==> src/rtl/uart_rx_pkg.sv <==
// uart_rx_pkg: receiver FSM state encoding and default frame geometry.
package uart_rx_pkg;
  localparam int DEFAULT_DIVIDER = 4096;
  localparam int DEFAULT_CHAR_W = 8;
  typedef enum logic [2:0] {IDLE, START, DATA, PARITY, STOP, DELIVER, BREAK} rx_state_t;
endpackage

==> src/rtl/uart_bit_timer.sv <==
// uart_bit_timer: bit-period down-counter with a half-period load for start-bit centring.
module uart_bit_timer #(
  parameter int DIVIDER = 4096
) (
  input  logic clk_i,
  input  logic rst_ni,
  input  logic half_load_i,
  output logic tick_o
);
  localparam int TW = $clog2(DIVIDER);
  logic [TW-1:0] cnt_q, cnt_d;
  assign tick_o = cnt_q == '0;
  always_comb cnt_d = half_load_i ? TW'(DIVIDER / 2 - 1) : tick_o ? TW'(DIVIDER - 1) : cnt_q - TW'(1);
  always_ff @(posedge clk_i or negedge rst_ni)
    if (!rst_ni) cnt_q <= TW'(DIVIDER - 1);
    else cnt_q <= cnt_d;
endmodule

==> src/rtl/uart_rx_framed.sv <==
// uart_rx_framed: framed UART receiver with valid/ready output and error pulses.
// Define UART_RX_PARITY_EN to expect one parity bit after the data bits.
module uart_rx_framed
  import uart_rx_pkg::*;
#(
  parameter int DIVIDER = DEFAULT_DIVIDER,
  parameter int CHAR_W = DEFAULT_CHAR_W,
  parameter int STOP_BITS = 1,
  parameter int SYNC_STAGES = 2,
  parameter bit PARITY_ODD = 1'b0
) (
  input  logic              clock_50M,
  input  logic              n_reset,
  input  logic              uart_rx_pin,
  output logic [CHAR_W-1:0] rx_data,
  output logic              rx_valid,
  input  logic              rx_ready,
  output logic              busy,
  output logic              framing_error,
  output logic              parity_error,
  output logic              overrun
);
  localparam int IW = 4;
  localparam logic [IW-1:0] LAST_DATA = IW'(CHAR_W - 1);
  localparam logic [IW-1:0] LAST_STOP = IW'(STOP_BITS - 1);
  logic [SYNC_STAGES-1:0] sync_q;
  logic line, prev_q, tick, half_load;
  rx_state_t state_q, state_d;
  logic [CHAR_W-1:0] sr_q, sr_d, rx_data_q, rx_data_d;
  logic [IW-1:0] idx_q, idx_d;
  logic stop_bad_q, stop_bad_d, parity_bad_q, parity_bad_d;
  logic rx_valid_q, rx_valid_d, ferr_q, ferr_d, ovr_q, ovr_d;
`ifdef UART_RX_PARITY_EN
  logic perr_q, perr_d;
`endif
  assign line = sync_q[SYNC_STAGES-1];
  uart_bit_timer #(.DIVIDER(DIVIDER)) u_timer (
    .clk_i(clock_50M),
    .rst_ni(n_reset),
    .half_load_i(half_load),
    .tick_o(tick)
  );
  always_comb begin
    state_d = state_q;
    sr_d = sr_q;
    idx_d = idx_q;
    stop_bad_d = stop_bad_q;
    parity_bad_d = parity_bad_q;
    rx_data_d = rx_data_q;
    rx_valid_d = rx_valid_q & ~rx_ready;
    ferr_d = 1'b0;
    ovr_d = 1'b0;
    half_load = 1'b0;
`ifdef UART_RX_PARITY_EN
    perr_d = 1'b0;
`endif
    case (state_q)
      // prev_q must be 1 so a line that never returned high cannot re-arm
      IDLE: if (prev_q & ~line) begin
        state_d = START;
        half_load = 1'b1;
        idx_d = '0;
        stop_bad_d = 1'b0;
        parity_bad_d = 1'b0;
      end
      START: if (tick) state_d = line ? IDLE : DATA;
      DATA: if (tick) begin
        sr_d = {line, sr_q[CHAR_W-1:1]};
        idx_d = idx_q + IW'(1);
        if (idx_q == LAST_DATA) begin
          idx_d = '0;
`ifdef UART_RX_PARITY_EN
          state_d = PARITY;
`else
          state_d = STOP;
`endif
        end
      end
      PARITY: if (tick) begin
        parity_bad_d = line != (^sr_q ^ PARITY_ODD);
        state_d = STOP;
      end
      STOP: if (tick) begin
        stop_bad_d = stop_bad_q | ~line;
        idx_d = idx_q + IW'(1);
        if (idx_q == LAST_STOP) begin
          state_d = stop_bad_d ? BREAK : DELIVER;
          ferr_d = stop_bad_d;
        end
      end
      DELIVER: begin
        state_d = IDLE;
`ifdef UART_RX_PARITY_EN
        perr_d = parity_bad_q;
`endif
        if (!parity_bad_q) begin
          if (!rx_valid_q || rx_ready) begin
            rx_data_d = sr_q;
            rx_valid_d = 1'b1;
          end else ovr_d = 1'b1;
        end
      end
      BREAK: if (line) state_d = IDLE;
      default: state_d = IDLE;
    endcase
  end
  always_ff @(posedge clock_50M or negedge n_reset)
    if (!n_reset) begin
      sync_q <= '1;
      prev_q <= 1'b1;
      state_q <= IDLE;
      sr_q <= '0;
      idx_q <= '0;
      stop_bad_q <= 1'b0;
      parity_bad_q <= 1'b0;
      rx_data_q <= '0;
      rx_valid_q <= 1'b0;
      ferr_q <= 1'b0;
      ovr_q <= 1'b0;
    end else begin
      sync_q <= {sync_q[SYNC_STAGES-2:0], uart_rx_pin};
      prev_q <= line;
      state_q <= state_d;
      sr_q <= sr_d;
      idx_q <= idx_d;
      stop_bad_q <= stop_bad_d;
      parity_bad_q <= parity_bad_d;
      rx_data_q <= rx_data_d;
      rx_valid_q <= rx_valid_d;
      ferr_q <= ferr_d;
      ovr_q <= ovr_d;
    end
`ifdef UART_RX_PARITY_EN
  always_ff @(posedge clock_50M or negedge n_reset)
    if (!n_reset) perr_q <= 1'b0;
    else perr_q <= perr_d;
  assign parity_error = perr_q;
`else
  assign parity_error = 1'b0;
`endif
  assign rx_data = rx_data_q;
  assign rx_valid = rx_valid_q;
  assign framing_error = ferr_q;
  assign overrun = ovr_q;
  assign busy = state_q != IDLE;
endmodule

==> config.mk <==
export PLATFORM = sky130hd
export DESIGN_NAME = uart_rx_framed
export DESIGN_NICKNAME = d
export VERILOG_FILES = /design/src/rtl/uart_rx_pkg.sv /design/src/rtl/uart_bit_timer.sv /design/src/rtl/uart_rx_framed.sv
export SDC_FILE = /design/constraint.sdc
export NUM_CORES = 1
export LEC_CHECK = 0
export BUFFER_PORTS_ARGS = -buffer_cell sky130_fd_sc_hd__buf_2
export CAP_MARGIN = 0
export CORE_AREA = 2 2 51 89
export DETAILED_ROUTE_END_ITERATION = 6
export DIE_AREA = 0 0 53 91
export PLACE_DENSITY = 0.76
export SLEW_MARGIN = 40
export SYNTH_ARGS = -nofsm -noshare
export SYNTH_HDL_FRONTEND = slang
export SYNTH_SLANG_ARGS = --single-unit
==> constraint.sdc <==
create_clock -name clock_50M -period 3.3 [get_ports clock_50M]
set_clock_uncertainty 0.1 [all_clocks]
set_input_delay 0.66 -clock clock_50M [delete_from_list [all_inputs] [get_ports clock_50M]]
set_output_delay 0.66 -clock clock_50M [all_outputs]
set_load 0.005 [all_outputs]
==> run metrics <==
ANT cells=0; sequential fraction of the synthesis area=0.499; Post-synth ARST share=1.00; largest net degree at the start of global routing=44; Setup Crit Path Kind=flip-flop to flip-flop; first-pass GRT wire length=6820 um; clk slew on worst S/H paths=0.08 ns; Final Hold Fails=0; DP HPWL=2840 um; synth unique cells=52; DRC viols=0; fin cells=253; CP max stage delay=0.59 ns; r2r setup slk=1.09 ns; share of cells above drive strength 1=0.309; num ports=17; Post-CTS Setup Bufs=0; Num CTS Buffers=5; final wirelength=3830 um; status=complete, no violations; Startpoint Class=flip-flop; Routed wire per std cell=15.1 um; htree depth=2; Core Area=4070 um2; Detail Route Antenna Nets=0; vias in the first global route=1520; via count=1441; Die Wd=53 um; post_cts resized=0; VDD IR max=0.336 mV; worst slew pin tran=0.635 ns; Port Buffers=15; die height=91 um; Critical R2R Launch=u_timer.cnt_q[0]; Tot Pwr=0.00110 W; syn nets=197; Area Overhead vs Synth=8.16%; DIE AREA=4820 um2; RSZ-0062 raised after global routing=no; Finished Core Util=0.582; cell total after placement=245; Crit path required time=3.38 ns; final worst-path cycle share=0.669; GRT Residual Overflow=0; Synth warnings=0; CP max FO=8; fillers=351; dominant cells by area after synthesis=dfrtp_1, dfstp_2, mux2_4; slowest CP cell=or3_1; r2r worst-path depth=6; Root Buffer Master=clkbuf_8; fin crit period=2.21 ns; DRT iter0 DRCs=35; fin nets=211; top cell type's share of synthesized area=0.319; Buf/Inv on CP=1; clock buffer depth=2; Syn Std Cell Area=2190 um2; r2r endpoint=sr_q[1]; TritonCTS clock tree=built; maxcap violations=0; CTS Hold Bufs=0; crit path DAT=2.28 ns; max_slew headroom=0.575; # rows=31; Lkg Pwr=1.09 nW; Final Wtd Congestion=0.869; CP endpoint kind=flip-flop; Syn Inst Count=189; Synth Flop Type=dfrtp_1; # setup viols final=0; initial antenna violation count=0; Fin Setup TNS=0 ns; count of state elements after synthesis=43; DR vias/cell=5.70; CP top delay family=simple AND/OR/NAND/NOR gates; EDFF count, synth=0; Slew Limit Fails=0; CP cell instances=inv_1 -> ha_1 -> nor4b_4 -> nand3_2 -> or3_1 -> mux2_4; syn avg cell area=11.6 um2; All-Layer GR Usage=0.192; pwr/cell area=465 nW/um2; area leader, netlist=dfrtp_1; fmax=0.453 GHz; Skew-Pair Late Insertion Delay=0.29 ns; hold crit path type=input pin to async pin; TritonRoute pass-1 iters=4; clk sinks=43; CP Depth=6; Initial Util=0.539
==> worst max-delay path by stage <==
| stage | slack, ns | endpoint | from |
|---|---|---|---|
| 5_1_grt | 0.98 | sr_q[6] | u_timer.cnt_q[0] |
| 3_3_place_gp | 1.11 | sr_q[2] | u_timer.cnt_q[0] |
| 2_1_floorplan | 1.37 | sr_q[0] | u_timer.cnt_q[0] |
| 3_5_place_dp | 1.10 | sr_q[1] | u_timer.cnt_q[0] |
| 4_1_cts | 1.09 | sr_q[7] | u_timer.cnt_q[0] |
| 6_report | 1.09 | sr_q[1] | u_timer.cnt_q[0] |
==> layout by cell type (no fill, tap or decap), types with 2 or more instances in the layout <==
cell type  instances
dfrtp_1           28
nand2_1           16
dfstp_2           15
buf_2             14
xnor2_1           11
nor2_1            10
mux2_4             8
mux2_2             8
inv_1              7
a21oi_1            7
nand3_1            6
nor3_1             5
clkbuf_8           5
nand2b_1           4
mux2i_1            4
ha_1               4
or3_1              3
nor4_1             3
xor2_1             3
nand4_1            3
nor3b_1            3
o31ai_1            2
a31oi_1            2
a211oi_1           2
o21ai_1            2
clkbuf_1           2
==> report_power, final <==
part	switching, W	internal [W]
Clock	0.000167	0.000149
Combinational	0.0000673	0.0000614
Sequential	0.0000651	0.000594
Total	0.000299	0.000804
==> worst reg2reg max path, stage by stage, from the launching register on <==
cell and delay (ns):
dfstp_2 0.39, inv_1 0.07, ha_1 0.16, nor4b_4 0.27, nand3_2 0.13, or3_1 0.59
mux2_4 0.38
==> layout make-up <==
cell class                      instances  area [um2]  area share
Clock buffer                            7        76.3      0.0322
Tap cell                               49        61.3      0.0258
Sequential cell                        43        1090       0.461
Multi-Input combinational cell        131        1030       0.435
Inverter                                7        26.3      0.0111
Timing Repair Buffer                   15        77.6      0.0327
Clock inverter                          1        5.00     0.00211
==> registers in the layout, indices dropped and copies added (netlist names) <==
name,flops
framing_error,1
idx_q,4
overrun,1
parity_bad_q,1
prev_q,1
rx_data,8
rx_valid,1
sr_q,8
state_q,3
stop_bad_q,1
sync_q,2
u_timer.cnt_q,12
==> synth_stat cells, types with 2 or more instances <==
cell type / count
nand2b_1: 4
nand4_1: 3
o31ai_1: 2
mux2i_1: 4
ha_1: 4
inv_1: 7
xnor2_1: 11
nand3_1: 6
or3_1: 3
nor2_1: 10
mux2_4: 8
xor2_1: 3
dfrtp_1: 28
nand2_1: 16
clkbuf_1: 5
a21oi_1: 7
nor4_1: 3
o21ai_1: 2
mux2_2: 8
nor3b_1: 3
dfstp_2: 15
a211oi_1: 2
nor3_1: 5
a31oi_1: 2
==> cells by family (layout without fill, tap and decap cells) <==
kind of cell,Yosys count,in the layout,synth area share
simple gates,68,68,0.191
flops,43,43,0.499
fa+ha+maj,4,4,0.0228
buf+inv,15,30,0.0308
mux,21,21,0.124
compound gates,22,22,0.0639
other cells,1,1,0.00171
xor+xnor,15,15,0.0662
==> metal layers <==
metal | share of wire | vias to the layer above | global-route usage
li1 | - | 686 | -
met1 | 0.40 | 724 | 0.231
met2 | 0.56 | 26 | 0.311
met3 | 0.032 | 5 | 0.0411
met4 | 0.014 | 0 | 0.0983
met5 | 0 | - | 0
==> metrics by stage <==
| step | worst slack (ns) | instance area [um2] | hold slack [ns] |
|---|---|---|---|
| after CTS | 1.09 | 2370 | 0.256 |
| after global placement | 1.11 | 2290 | 0.249 |
| after floorplan | 1.37 | 2190 | 0.245 |
| after detailed placement | 1.10 | 2290 | 0.251 |
| final | 1.09 | 2370 | 0.240 |
| after global routing | 0.978 | 2370 | 0.267 |
Power figures use the tool's default switching activity.
